<file path="config.mk">
export PLATFORM = sky130hd
export DESIGN_NAME = cpu_clock_ctrl
export DESIGN_NICKNAME = d
export VERILOG_FILES = /design/src/rtl/cpu_clk_pkg.sv /design/src/rtl/cpu_clock_ctrl_phase_timer.sv /design/src/rtl/cpu_clock_ctrl.sv
export SDC_FILE = /design/constraint.sdc
export NUM_CORES = 1
export LEC_CHECK = 0
export CAP_MARGIN = 20
export CORE_AREA = 2 2 108 110
export CTS_BUF_LIST = sky130_fd_sc_hd__clkbuf_4 sky130_fd_sc_hd__clkbuf_8
export CTS_CLUSTER_SIZE = 12
export DETAILED_ROUTE_END_ITERATION = 12
export DIE_AREA = 0 0 110 112
export PLACE_DENSITY = 0.56
export SYNTH_ARGS = -nofsm -noshare
export SYNTH_HDL_FRONTEND = slang
export SYNTH_SLANG_ARGS = --single-unit
export TNS_END_PERCENT = 30
</file>
<file path="constraint.sdc">
create_clock -name clk_in -period 4.2 [get_ports clk_in]
set_input_delay 0.63 -clock clk_in [delete_from_list [all_inputs] [get_ports clk_in]]
set_output_delay 0.63 -clock clk_in [all_outputs]
set_load 0.01 [all_outputs]
</file>
<file path="src/rtl/cpu_clk_pkg.sv">
// Shared definitions for the 65C02 clock sequencer: the run/halt/step state
// encoding and the default counter geometry.
package cpu_clk_pkg;

    // Width of the half-period counter and divisor.
    localparam int CPU_CNT_W = 16;

    // Half-period in board-clock cycles after reset (27 MHz -> ~1.04 MHz).
    localparam int CPU_DEFAULT_DIV = 13;

    // Sequencer states.
    typedef enum logic [1:0] {
        ST_RUN  = 2'd0,
        ST_HALT = 2'd1,
        ST_STEP = 2'd2
    } clk_state_e;

endpackage

</file>
<file path="src/rtl/cpu_clock_ctrl_phase_timer.sv">
// phase_timer: half-period counter for one phi2 level. Counts 0..div-1; at
// terminal count it wraps to 0 unless hold is set, in which case it parks at
// div-1 (used for wait-state stretching and for halting in the low phase).
module phase_timer
    import cpu_clk_pkg::*;
#(
    parameter int CNT_W = CPU_CNT_W
) (
    input  logic             clk,
    input  logic             rst,
    input  logic [CNT_W-1:0] div,
    input  logic             hold,
    output logic             tc
);

    localparam logic [CNT_W-1:0] CNT_ONE = {{(CNT_W-1){1'b0}}, 1'b1};

    logic [CNT_W-1:0] cnt_r;
    logic [CNT_W-1:0] last_s;
    logic             tc_s;

    // Terminal value of the phase; div is never 0 so div-1 cannot underflow.
    // Using >= keeps the counter self-recovering should it ever pass div-1.
    always_comb begin
        last_s = div - CNT_ONE;
        tc_s   = (cnt_r >= last_s);
    end

    // Count up to terminal count, then wrap to zero or park while held.
    always_ff @(posedge clk) begin
        if (rst) begin
            cnt_r <= '0;
        end else if (tc_s) begin
            if (hold) begin
                cnt_r <= last_s;
            end else begin
                cnt_r <= '0;
            end
        end else begin
            cnt_r <= cnt_r + CNT_ONE;
        end
    end

    assign tc = tc_s;

endmodule

</file>
<file path="src/rtl/cpu_clock_ctrl.sv">
// cpu_clock_ctrl: generates the 65C02 phi2 clock and its rise/fall enable
// strobes from the board clock, with run/halt/single-step control for the
// debug monitor and wait-state stretching of the phi2-high phase.
// Optional feature: define CPU_CLOCK_CTRL_CYCLE_CNT_EN to add a CPU cycle
// counter (cycle_count output, cycle_clr input, CYC_W parameter).
module cpu_clock_ctrl
    import cpu_clk_pkg::*;
#(
    parameter int CNT_W       = cpu_clk_pkg::CPU_CNT_W,
    parameter int DEFAULT_DIV = cpu_clk_pkg::CPU_DEFAULT_DIV
`ifdef CPU_CLOCK_CTRL_CYCLE_CNT_EN
    ,
    parameter int CYC_W       = 32
`endif
) (
    input  logic             clk_in,
    input  logic             rst,
    input  logic [CNT_W-1:0] div_in,
    input  logic             div_load,
    input  logic             run_req,
    input  logic             halt_req,
    input  logic             step_req,
    input  logic             wait_req,
`ifdef CPU_CLOCK_CTRL_CYCLE_CNT_EN
    input  logic             cycle_clr,
    output logic [CYC_W-1:0] cycle_count,
`endif
    output logic             phi2,
    output logic             phi2_rise,
    output logic             phi2_fall,
    output logic             running
);

    localparam logic [CNT_W-1:0] DIV_ONE   = {{(CNT_W-1){1'b0}}, 1'b1};
    localparam logic [CNT_W-1:0] DIV_RESET = CNT_W'(DEFAULT_DIV);

    clk_state_e       state_r;
    clk_state_e       state_next_s;

    logic             halt_pend_r;
    logic             halt_pend_next_s;
    logic             run_pend_r;
    logic             run_pend_next_s;
    logic             step_pending_r;
    logic             step_pending_next_s;

    logic             phi2_r;
    logic             phi2_rise_r;
    logic             phi2_fall_r;
    logic             running_r;

    logic [CNT_W-1:0] div_active_r;
    logic [CNT_W-1:0] div_shadow_r;
    logic [CNT_W-1:0] div_in_eff_s;

    logic             tc_s;
    logic             low_end_ok_s;
    logic             high_end_ok_s;
    logic             hold_s;
    logic             rise_ev_s;
    logic             fall_ev_s;

    phase_timer #(
        .CNT_W (CNT_W)
    ) u_phase_timer (
        .clk  (clk_in),
        .rst  (rst),
        .div  (div_active_r),
        .hold (hold_s),
        .tc   (tc_s)
    );

    // State register plus the request bookkeeping that travels with it.
    always_ff @(posedge clk_in) begin
        if (rst) begin
            state_r        <= ST_RUN;
            halt_pend_r    <= 1'b0;
            run_pend_r     <= 1'b0;
            step_pending_r <= 1'b0;
        end else begin
            state_r        <= state_next_s;
            halt_pend_r    <= halt_pend_next_s;
            run_pend_r     <= run_pend_next_s;
            step_pending_r <= step_pending_next_s;
        end
    end

    // Next-state logic: halt > step > run; halts only land on a fall boundary
    // or inside the low phase so the high phase is never truncated.
    always_comb begin
        state_next_s = state_r;
        case (state_r)
            ST_RUN: begin
                if (halt_req && !phi2_r) begin
                    state_next_s = ST_HALT;
                end else if (fall_ev_s && (halt_pend_r || halt_req)) begin
                    state_next_s = ST_HALT;
                end else begin
                    state_next_s = ST_RUN;
                end
            end
            ST_HALT: begin
                if (halt_req) begin
                    state_next_s = ST_HALT;
                end else if (step_req) begin
                    state_next_s = ST_STEP;
                end else if (run_req) begin
                    state_next_s = ST_RUN;
                end else begin
                    state_next_s = ST_HALT;
                end
            end
            ST_STEP: begin
                if (halt_req && !phi2_r) begin
                    state_next_s = ST_HALT;
                end else if (fall_ev_s) begin
                    state_next_s = (!halt_req && (run_pend_r || run_req)) ? ST_RUN : ST_HALT;
                end else begin
                    state_next_s = ST_STEP;
                end
            end
            default: begin
                state_next_s = ST_RUN;
            end
        endcase

        // A halt seen during the RUN high phase is remembered until the fall.
        if ((state_r == ST_RUN) && phi2_r && !fall_ev_s) begin
            halt_pend_next_s = halt_pend_r | halt_req;
        end else begin
            halt_pend_next_s = 1'b0;
        end

        // A run seen during a step resumes RUN after the step's fall.
        if ((state_r == ST_STEP) && !fall_ev_s) begin
            if (halt_req) begin
                run_pend_next_s = 1'b0;
            end else if (run_req) begin
                run_pend_next_s = 1'b1;
            end else begin
                run_pend_next_s = run_pend_r;
            end
        end else begin
            run_pend_next_s = 1'b0;
        end

        // The step's rise is owed from entry into STEP until it happens.
        step_pending_next_s = (state_next_s == ST_STEP) && !rise_ev_s;
    end

    // Phase-end permissions and the rise/fall events they produce.
    always_comb begin
        high_end_ok_s = ~wait_req;
        if (halt_req) begin
            low_end_ok_s = 1'b0;
        end else begin
            case (state_r)
                ST_RUN:  low_end_ok_s = 1'b1;
                ST_STEP: low_end_ok_s = step_pending_r;
                default: low_end_ok_s = 1'b0;
            endcase
        end

        if (phi2_r) begin
            hold_s = ~high_end_ok_s;
        end else begin
            hold_s = ~low_end_ok_s;
        end

        rise_ev_s    = tc_s & ~phi2_r & low_end_ok_s;
        fall_ev_s    = tc_s &  phi2_r & high_end_ok_s;
        div_in_eff_s = (div_in == '0) ? DIV_ONE : div_in;
    end

    // Registered phi2 level, edge strobes and run indication.
    always_ff @(posedge clk_in) begin
        if (rst) begin
            phi2_r      <= 1'b0;
            phi2_rise_r <= 1'b0;
            phi2_fall_r <= 1'b0;
            running_r   <= 1'b1;
        end else begin
            phi2_r      <= phi2_r ^ (rise_ev_s | fall_ev_s);
            phi2_rise_r <= rise_ev_s;
            phi2_fall_r <= fall_ev_s;
            running_r   <= (state_next_s == ST_RUN);
        end
    end

    // Shadow divisor takes loads at any time; the active copy only changes on
    // the fall edge so neither phase is ever built from two divisors.
    always_ff @(posedge clk_in) begin
        if (rst) begin
            div_shadow_r <= DIV_RESET;
            div_active_r <= DIV_RESET;
        end else begin
            if (div_load) begin
                div_shadow_r <= div_in_eff_s;
            end else begin
                div_shadow_r <= div_shadow_r;
            end
            if (fall_ev_s) begin
                div_active_r <= div_shadow_r;
            end else begin
                div_active_r <= div_active_r;
            end
        end
    end

`ifdef CPU_CLOCK_CTRL_CYCLE_CNT_EN
    localparam logic [CYC_W-1:0] CYC_ONE = {{(CYC_W-1){1'b0}}, 1'b1};

    logic [CYC_W-1:0] cycle_count_r;

    // CPU cycle counter: one count per phi2 fall, clear has priority.
    always_ff @(posedge clk_in) begin
        if (rst) begin
            cycle_count_r <= '0;
        end else if (cycle_clr) begin
            cycle_count_r <= '0;
        end else if (fall_ev_s) begin
            cycle_count_r <= cycle_count_r + CYC_ONE;
        end else begin
            cycle_count_r <= cycle_count_r;
        end
    end

    assign cycle_count = cycle_count_r;
`endif

    assign phi2      = phi2_r;
    assign phi2_rise = phi2_rise_r;
    assign phi2_fall = phi2_fall_r;
    assign running   = running_r;

endmodule
</file>
==> run_results.csv, run 1 <==
group,metric,value,unit
cells_and_area,fillerInstances,1128,
grt,grt-ovfl-total,0,
synth,ys_types,50,
sta,maxSlewHeadroom,39.4,%
pwr,power_density,376,mW/mm^2
synth,ys.flop_type,"dfxtp_1",
synth,synthAdderAreaFrac,6.84,%
clock_tree,ctsResizeCount,0,
synth,synth_cells,367,
pwr,p_sw_share,31.0,%
pwr,p_switching,0.452,mW
pwr,p_comb_share,21.0,%
sta,drv_slew,0,
min_path,hp-class,"flop to flop",
drt,postRouteAntennaNets,0,
sta,min_period,3900,ps
sta,fmax,256,MHz
pwr,total_power,1.46,mW
synth,synth_mux_area_share,9.12,%
grt,grtUsageTotal,12.7,%
placement,place_congestion,0.766,
synth,yosys_warnings,0,
floorplanning,die_width,110,um
pwr,p_clk_share,36.1,%
cells_and_area,multi_input_area,0.00204,mm^2
synth,synthSimpleGateAreaFrac,24.4,%
sta,worst_pin_slew,906,ps
critical_path,start_kind,"flop",
clock_tree,ctsHoldBuffers,0,
cells_and_area,n_antenna_cell,0,
placement,io_buffer_count,26,
sta,finClkSkew,10.8,ps
synth,synth_top_family_by_area,"simple AND/OR/NAND/NOR gates",
grt,grt_pass1_vias,2538,
critical_path,critPathMaxFanout,21,
sta,final.setup.tns,0,ps
drt,avgViaCountPerCell,5.07,
grt,grt_pass1_wl,12400,um
critical_path,worstSetupPathType,"flop to flop",
synth,yosysTopAreaCellShare,34.6,%
critical_path,worstPathArrival,4090,ps
status,outcome,"finished clean",
clock_tree,cts_tree,"yes",
clock_tree,cts.sinks,57,
grt,antenna_found_initial,0,
sta,final_hold_viol_count,0,
drt,drt_wl_total,7340,um
cells_and_area,num-nets-final,425,
drt,vias,2699,
clock_tree,clockBufferDepth,2,
synth,synthXorXnorAreaFrac,7.44,%
clock_tree,path_clk_slew,70,ps
pwr,p_leak,1.38,nW
pwr,peakVddDrop,0.201,mV
placement,dp_hpwl,5190,um
clock_tree,clk_latency,340,ps
pwr,intPower,1.01,mW
synth,async_flop_share,0,%
sta,rsz0062_at_grt,"no",
drt,routedWlPerCell,13.8,um
cells_and_area,seq_area,0.00114,mm^2
sta,setup_viol,0,
floorplanning,fp.coreArea,0.0112,mm^2
cells_and_area,drive_above_1_share,9.25,%
critical_path,crit_required,4390,ps
floorplanning,start_util,29.5,%
floorplanning,io-pin-count,27,
synth,synth_edf_count,0,
synth,netlist_top_cells_area,"dfxtp_1 (35%), mux2i_1 (9.1%), ha_1 (6.8%)",
pwr,p_seq_share,42.9,%
run,drv_cap,0,
synth,syn_avg_cell_area,8.98,um^2
drt,drc_errors,0,
synth,syn_area,0.00329,mm^2
grt,grt_max_degree,57,
clock_tree,postCtsSetupBuffers,0,
floorplanning,die_y,112,um
floorplanning,rows,39,
drt,drt_iter0_markers,171,
synth,ys_seq_elements,57,
synth,synth.largest_area_cell,"dfxtp_1",
sta,finalCritPeriodShare,93.0,%
cells_and_area,fin_util,34.8,%
synth,yosysSeqAreaShare,34.6,%
cells_and_area,synthToLayoutAreaGrowth,17.9,%
synth,synth_compound_area_share,13.8,%
drt,first_pass_iters,4,
critical_path,worst_setup_path_end_kind,"flop",
clock_tree,h-tree-depth,3,
clock_tree,cts_buffers,9,
synth,syn-num-nets,408,
floorplanning,die_area,0.0123,mm^2
clock_tree,cts_root_buf,"clkbuf_8",
[layer usage]
layer	share of wire, %	global-route usage [%]	routed length (um)	vias to the layer above
li1	-	-	-	1382
met1	50	17.2	3650	1262
met2	45	19.2	3330	44
met3	3.0	2.58	218	11
met4	2.0	5.57	144	0
met5	0	0	0	-
[Yosys cell counts (2+ instances only)]
library cell and n:
a211o_1 2, a21oi_1 21, a311o_1 13, a31oi_1 3, a41oi_1 2, and3_1 2
and3b_1 2, buf_2 4, clkbuf_1 20, dfxtp_1 57, ha_1 18, inv_1 7
mux2i_1 30, nand2_1 10, nand2b_1 29, nand3_1 5, nand4_1 21, nor2_1 30
nor2b_1 3, nor3_1 14, nor4_1 10, o21a_1 2, o21ai_0 3, o32ai_1 3
or2_2 3, or3_1 3, xnor2_1 16, xor2_1 12
[path summary, 6_finish.rpt]
| check | slack [ps] | depth (start not counted) | startpoint | endpoint |
|---|---|---|---|---|
| worst max-delay path | 300 | 11 | div_active_r[7]$_SDFFE_PP0P_ | u_phase_timer.cnt_r[13]$_SDFF_PP0_ |
| worst min-delay path | 480 | 2 | div_shadow_r[13]$_SDFFE_PP0P_ | div_active_r[13]$_SDFFE_PP0P_ |
| worst max register to register | 300 | 11 | div_active_r[7]$_SDFFE_PP0P_ | u_phase_timer.cnt_r[13]$_SDFF_PP0_ |
| worst min register to register | 480 | 2 | div_shadow_r[13]$_SDFFE_PP0P_ | div_active_r[13]$_SDFFE_PP0P_ |
[logic make-up (layout without fill, tap and decap cells)]
family | Yosys count | in the layout
AND/OR/NAND/NOR | 141 | 141
AO/OA/AOI/OAI | 61 | 61
flip-flops | 57 | 57
buffers and inverters | 32 | 54
multiplexers | 30 | 30
XOR/XNOR | 28 | 28
adder cells (fa/ha/maj) | 18 | 18
[sequential cells by signal, indices dropped and copies added (netlist names), 2 cells and up]
name and cells:
u_phase_timer.cnt_r 16, state_r 2, div_shadow_r 16, div_active_r 16
[layout make-up]
type	count	share of cell area, %
repair buffers	31	7.54
well taps	143	4.61
flip-flops and latches	57	29.4
inverters	7	0.677
clock buffers	11	3.74
clock inverters	5	1.42
multi-input cells	278	52.6
[cell usage in the layout (no fill, tap or decap), drive strengths merged, types with 11 or more instances in the layout]
cell	Yosys	layout
nand2b	29	29
mux2i	30	30
clkbuf	20	11
ha	18	18
dfxtp	57	57
nor4	12	12
a21oi	21	21
a311o	13	13
nand4	21	21
clkdlybuf4s50	0	25
nor2	30	30
xor2	12	12
nor3	14	14
xnor2	16	16
[worst max-delay path, stage by stage, from the launching register on]
cell,delay [ps]
dfxtp_1,360
or4_4,560
or3_4,370
nor4_4,220
xnor2_1,200
ha_1,310
nand4_1,180
nor3_1,110
a31oi_2,560
buf_4,360
and3_1,370
o32ai_1,140
[through the flow]
stage	cells	setup slack [ps]	instance area, um^2	hold WS (ps)
final	532	295	3880	480
after floorplan	367	822	3290	451
after CTS	532	305	3880	482
after global placement	516	411	3680	468
after detailed placement	516	330	3680	469
after global routing	532	57.1	3880	496
[power groups by stage]
| stage | Combinational [mW] | Sequential [mW] | Clock [mW] |
|---|---|---|---|
| after global placement | 0.300 | 0.635 | 0 |
| final | 0.306 | 0.626 | 0.527 |
| after detailed placement | 0.301 | 0.636 | 0 |
| after CTS | 0.303 | 0.624 | 0.539 |
| after global routing | 0.336 | 0.631 | 0.567 |
| after floorplan | 0.218 | 0.627 | 0 |
Power figures use the tool's default switching activity.
==> inputs of run 2 (changes only) <==
clock period = 4.4 ns   (was 4.2 ns; I/O delays follow)
==> run 2 against run 1 <==
Against the previous run:
- clock-buffer cell count is the same
- via count grew 0.96%
- clock power shrank 4.9%
- sequential power shrank 5.0%
- wire length shrank 0.75%
- clock skew grew 2.7 ps
- global-route usage shrank 0.18 points
- core utilization is the same
- largest cell class unchanged
- sequential cell count is the same
- sequential share of layout area is the same
- combinational power shrank 3%
- setup slack gained 380 ps
==> run_results.csv, run 2 (same netlist as run 1, synthesis figures left out) <==
group,metric,value,unit
status,outcome,"finished clean",
grt,grt_pass1_vias,2519,
cells_and_area,drive_above_1_share,9.25,%
clock_tree,cts_buffers,9,
critical_path,worst_setup_path_end_kind,"flop",
drt,first_pass_iters,4,
drt,m1WireLength,3670,um
pwr,p_comb_share,21.3,%
critical_path,cp_num_buf_inv,1,
placement,io_buffer_count,26,
clock_tree,cts.sinks,57,
floorplanning,die_area,0.0123,mm^2
min_path,min_to,"div_active_r[14]$_SDFFE_PP0P_",
drt,drc_errors,0,
drt,drt_wl_total,7290,um
sta,finalCritPeriodShare,84.7,%
clock_tree,clockBufferDepth,2,
placement,place_congestion,0.765,
critical_path,worstPathArrival,3990,ps
clock_tree,h-tree-depth,3,
critical_path,critPathMaxFanout,20,
critical_path,crit_chain,"or4_4 -> or3_4 -> nor4_4 -> xnor2_1 -> ha_1 -> nand4_1 -> nor3_1 -> a31oi_2 -> buf_4 -> a311o_1 -> a21oi_1",
critical_path,reg2reg_depth,11,
sta,maxSlewHeadroom,37.4,%
drt,wl_met2,3320,um
floorplanning,start_util,29.5,%
sta,fmax,268,MHz
pwr,p_leak,1.38,nW
grt,antenna_found_initial,0,
drt,avgViaCountPerCell,5.12,
cells_and_area,layout_commonest_cell,"dfxtp_1",
sta,worst_pin_slew,936,ps
grt,grt_pass1_wl,12300,um
cells_and_area,fillerInstances,1138,
grt,grt-ovfl-total,0,
cells_and_area,multi_input_area,0.00204,mm^2
sta,rsz0062_at_grt,"no",
clock_tree,postCtsSetupBuffers,0,
clock_tree,cts_tree,"yes",
floorplanning,die_y,112,um
sta,final_hold_viol_count,0,
critical_path,crit_required,4670,ps
pwr,p_seq_share,42.7,%
clock_tree,ctsHoldBuffers,0,
clock_tree,cts_root_buf,"clkbuf_8",
placement,dp_hpwl,5170,um
sta,hold_ws,480,ps
sta,finClkSkew,13.5,ps
pwr,intPower,0.962,mW
pwr,peakVddDrop,0.149,mV
min_path,hp-start,"div_shadow_r[14]$_SDFFE_PP0P_",
clock_tree,clk_latency,340,ps
critical_path,reg2reg_from,"div_active_r[7]$_SDFFE_PP0P_",
drt,vias,2725,
cells_and_area,reg.largest.list,"div_active_r x16, div_shadow_r x16, u_phase_timer.cnt_r x16",
cells_and_area,n_antenna_cell,0,
clock_tree,ctsResizeCount,0,
cells_and_area,layout.cells.most_common_list,"dfxtp_1 (57), nor2_1 (30), mux2i_1 (30), nand2b_1 (29), clkdlybuf4s50_1 (25)",
sta,drv_slew,0,
sta,final.setup.tns,0,ps
floorplanning,die_width,110,um
drt,postRouteAntennaNets,0,
pwr,p_switching,0.431,mW
cells_and_area,num-nets-final,425,
critical_path,cp_top_family,"simple AND/OR/NAND/NOR gates",
sta,setup_viol,0,
pwr,p_sw_share,31.0,%
drt,wl_met3,226,um
pwr,p_clk_share,36.0,%
sta,min_period,3730,ps
drt,top_layer,"met4",
critical_path,r2r_setup_slack,670,ps
floorplanning,rows,39,
critical_path,cpPeakStageDelay,560,ps
floorplanning,io-pin-count,27,
critical_path,worstSetupPathType,"flop to flop",
cells_and_area,seq_area,0.00114,mm^2
critical_path,cp_slowest_cell,"or4_4",
drt,drt_iter0_markers,131,
pwr,power_density,359,mW/mm^2
critical_path,rr_endpoint,"u_phase_timer.cnt_r[5]$_SDFF_PP0_",
drt,routedWlPerCell,13.7,um
critical_path,start_kind,"flop",
min_path,whs_path_depth,2,
grt,grt_max_degree,57,
grt,grtUsageTotal,12.5,%
floorplanning,fp.coreArea,0.0112,mm^2
cells_and_area,synthToLayoutAreaGrowth,17.9,%
min_path,hp-class,"flop to flop",
run,drv_cap,0,
clock_tree,path_clk_slew,70,ps
==> run 2: cell type report <==
class	instances	share of cell area, %
Multi-Input combinational cell	278	52.6
Sequential cell	57	29.4
Timing Repair Buffer	31	7.54
Tap cell	143	4.61
Clock buffer	11	3.74
Clock inverter	5	1.42
Inverter	7	0.677
==> run 2: per-stage QoR <==
| stage | area, um^2 | instances | utilization, % | setup slack (ps) | power [mW] |
|---|---|---|---|---|---|
| finish | 3880 | 532 | 34.8 | 674 | 1.39 |
| global route | 3880 | 532 | 34.8 | 425 | 1.47 |
| CTS | 3880 | 532 | 34.8 | 683 | 1.41 |
| detailed placement | 3680 | 516 | 33.0 | 716 | 0.899 |
| global placement | 3680 | 516 | 33.0 | 776 | 0.893 |
| floorplan | 3290 | 367 | - | 1020 | 0.806 |
==> run 2: routing by layer <==
layer	vias to the layer above	global-route usage, %
li1	1385	-
met1	1296	17.5
met2	35	18.5
met3	9	3.40
met4	0	3.88
met5	-	0
==> run 2: power by group through the flow <==
stage / Clock (mW) / Sequential [mW] / Combinational (mW)
3_3_place_gp: 0 / 0.607 / 0.286
4_1_cts: 0.514 / 0.595 / 0.296
5_1_grt: 0.539 / 0.600 / 0.328
3_5_place_dp: 0 / 0.607 / 0.292
2_1_floorplan: 0 / 0.598 / 0.208
6_report: 0.501 / 0.595 / 0.296
==> run 2: worst min-delay path: cells and delay by family, from the launching register on <==
family           cells  cell delay (ps)
and+or+nand+nor      1               60
DFF                  1              320
muxes                1               60
==> run 2: worst max-delay path by stage <==
stage,start,to,slack [ps],cells after the start
after floorplan,div_active_r[7]$_SDFFE_PP0P_,div_active_r[10]$_SDFFE_PP0P_,1020,12
after global placement,div_active_r[7]$_SDFFE_PP0P_,div_active_r[0]$_SDFFE_PP1P_,780,11
after detailed placement,div_active_r[7]$_SDFFE_PP0P_,u_phase_timer.cnt_r[8]$_SDFF_PP0_,720,11
after CTS,div_active_r[7]$_SDFFE_PP0P_,div_active_r[4]$_SDFFE_PP0P_,680,11
after global routing,div_active_r[7]$_SDFFE_PP0P_,u_phase_timer.cnt_r[8]$_SDFF_PP0_,430,11
final,div_active_r[7]$_SDFFE_PP0P_,u_phase_timer.cnt_r[5]$_SDFF_PP0_,670,11
==> inputs of run 3 (changes only) <==
clock period = 3.85 ns   (was 4.4 ns; I/O delays follow)
==> run 3 against run 2 <==
Against the previous run:
- via count grew 0.11%
- setup slack lost 380 ps
- register-to-register slack lost 380 ps
- wire length grew 1.2%
- sequential share of layout area shrank 0.21 points
==> run_results.csv, run 3 (same netlist as run 1, synthesis figures left out) <==
group,metric,value,unit
sta,final.setup.worst_slack,297,ps
critical_path,critPathMaxFanout,18,
cells_and_area,final_cell_area,0.00391,mm^2
floorplanning,die_area,0.0123,mm^2
clock_tree,postCtsSetupBuffers,0,
sta,fmax,281,MHz
drt,drt_wl_total,7370,um
floorplanning,fp.coreArea,0.0112,mm^2
cells_and_area,synthToLayoutAreaGrowth,18.7,%
drt,avgViaCountPerCell,5.10,
grt,grt-ovfl-total,0,
min_path,hp-class,"flop to flop",
run,drv_cap,0,
drt,vias,2728,
placement,pre_cts_ws,241,ps
floorplanning,start_util,29.5,%
floorplanning,rows,39,
pwr,power_density,408,mW/mm^2
placement,dpl-instance-area,0.00371,mm^2
sta,setup_viol,0,
pwr,peakVddDrop,0.220,mV
cells_and_area,num-nets-final,428,
critical_path,start_kind,"flop",
cells_and_area,seq_area,0.00114,mm^2
clock_tree,path_clk_slew,70,ps
placement,place_congestion,0.775,
grt,grt_max_degree,57,
critical_path,worstSetupPathType,"flop to flop",
critical_path,worstPathArrival,3810,ps
floorplanning,die_y,112,um
clock_tree,cts.sinks,57,
sta,drv_slew,0,
drt,drt_iter0_markers,126,
grt,grtUsageTotal,13.0,%
drt,first_pass_iters,4,
critical_path,crit_required,4110,ps
sta,rsz0062_at_grt,"no",
cells_and_area,multi_input_area,0.00205,mm^2
drt,drc_errors,0,
cells_and_area,layout_commonest_cell,"dfxtp_1",
grt,antenna_found_initial,0,
sta,final_hold_viol_count,0,
grt,grt_pass1_vias,2631,
sta,final.setup.tns,0,ps
floorplanning,io-pin-count,27,
clock_tree,h-tree-depth,3,
sta,maxSlewHeadroom,38.3,%
cells_and_area,reg.largest.list,"div_active_r x16, div_shadow_r x16, u_phase_timer.cnt_r x16",
pwr,total_power,1.60,mW
cells_and_area,fillerInstances,1123,
pwr,p_leak,1.40,nW
floorplanning,die_width,110,um
status,outcome,"finished clean",
drt,postRouteAntennaNets,0,
grt,grt_pass1_wl,12800,um
sta,worst_pin_slew,923,ps
clock_tree,cts_tree,"yes",
cells_and_area,drive_above_1_share,10.2,%
clock_tree,clk_latency,340,ps
clock_tree,clockBufferDepth,2,
cells_and_area,n_antenna_cell,0,
cells_and_area,layout.cells.most_common_list,"dfxtp_1 (57), nor2_1 (30), mux2i_1 (30), nand2b_1 (29), clkdlybuf4s50_1 (25)",
placement,io_buffer_count,26,
critical_path,worst_setup_path_end_kind,"flop",
critical_path,reg2reg_from,"div_active_r[7]$_SDFFE_PP0P_",
clock_tree,cts_buffers,9,
sta,finalCritPeriodShare,92.3,%
placement,dp_hpwl,5210,um
cells_and_area,fin_util,35.0,%
drt,routedWlPerCell,13.8,um
sta,min_period,3550,ps
min_path,hp-start,"div_shadow_r[15]$_SDFFE_PP0P_",
clock_tree,cts_root_buf,"clkbuf_8",
sta,finClkSkew,8.90,ps
critical_path,critical_path.startpoint,"div_active_r[7]$_SDFFE_PP0P_",
-- run 3: cell count changes in the layout (fill, tap and decap cells not counted), sizes merged --
| cell | previous run | this run |
|---|---|---|
| buf | 6 | 9 |
-- run 3: final cells by class --
class / instances / area share [%]
clock buffer: 11 / 3.71
clock inverter: 5 / 1.41
inverter: 7 / 0.672
multi-input combinational: 278 / 52.4
sequential: 57 / 29.2
tap: 143 / 4.57
timing repair buffer: 34 / 8.06
-- run 3: repair_timing --
item	4_1_cts	5_1_grt
resized for setup	0	1
setup endpoints to repair	0	4
hold buffers	0	0
-- run 3: path summary, 6_finish.rpt --
| path | depth (start not counted) | slack (ps) | to |
|---|---|---|---|
| setup / recovery | 11 | 300 | div_active_r[11]$_SDFFE_PP0P_ |
| hold reg to reg | 2 | 480 | div_active_r[15]$_SDFFE_PP0P_ |
| setup reg to reg | 11 | 300 | div_active_r[11]$_SDFFE_PP0P_ |
| hold / removal | 2 | 480 | div_active_r[15]$_SDFFE_PP0P_ |
-- run 3: worst max-delay path, cell delays in order (launching register included) --
cell     delay [ps]
dfxtp_1         370
or4_4           560
or3_4           380
nor4_4          230
xnor2_1         140
ha_1            330
nand4_1         190
nor3_2          270
a31oi_2         210
a31oi_2         240
buf_4           310
mux2i_1         240
-- run 3: through the flow --
| stage | hold slack, ps | instances |
|---|---|---|
| after global routing | 496 | 535 |
| after global placement | 467 | 519 |
| after floorplan | 451 | 367 |
| after detailed placement | 470 | 519 |
| after CTS | 481 | 535 |
| final | 475 | 535 |
-- run 3: layer usage --
metal  GRT usage (%)  share of wire (%)  vias up  wire (um)
li1                -                  -     1386          -
met1            18.2                 48     1262       3530
met2            19.1                 46       76       3400
met3            3.69                5.5        4        402
met4            4.30               0.50        0         37
met5               0                  0        -          0
-- run 3: where the power goes --
part	internal [mW]	switching, mW
Clock	0.321	0.248
Sequential	0.633	0.0499
Combinational	0.152	0.193
Total	1.11	0.492
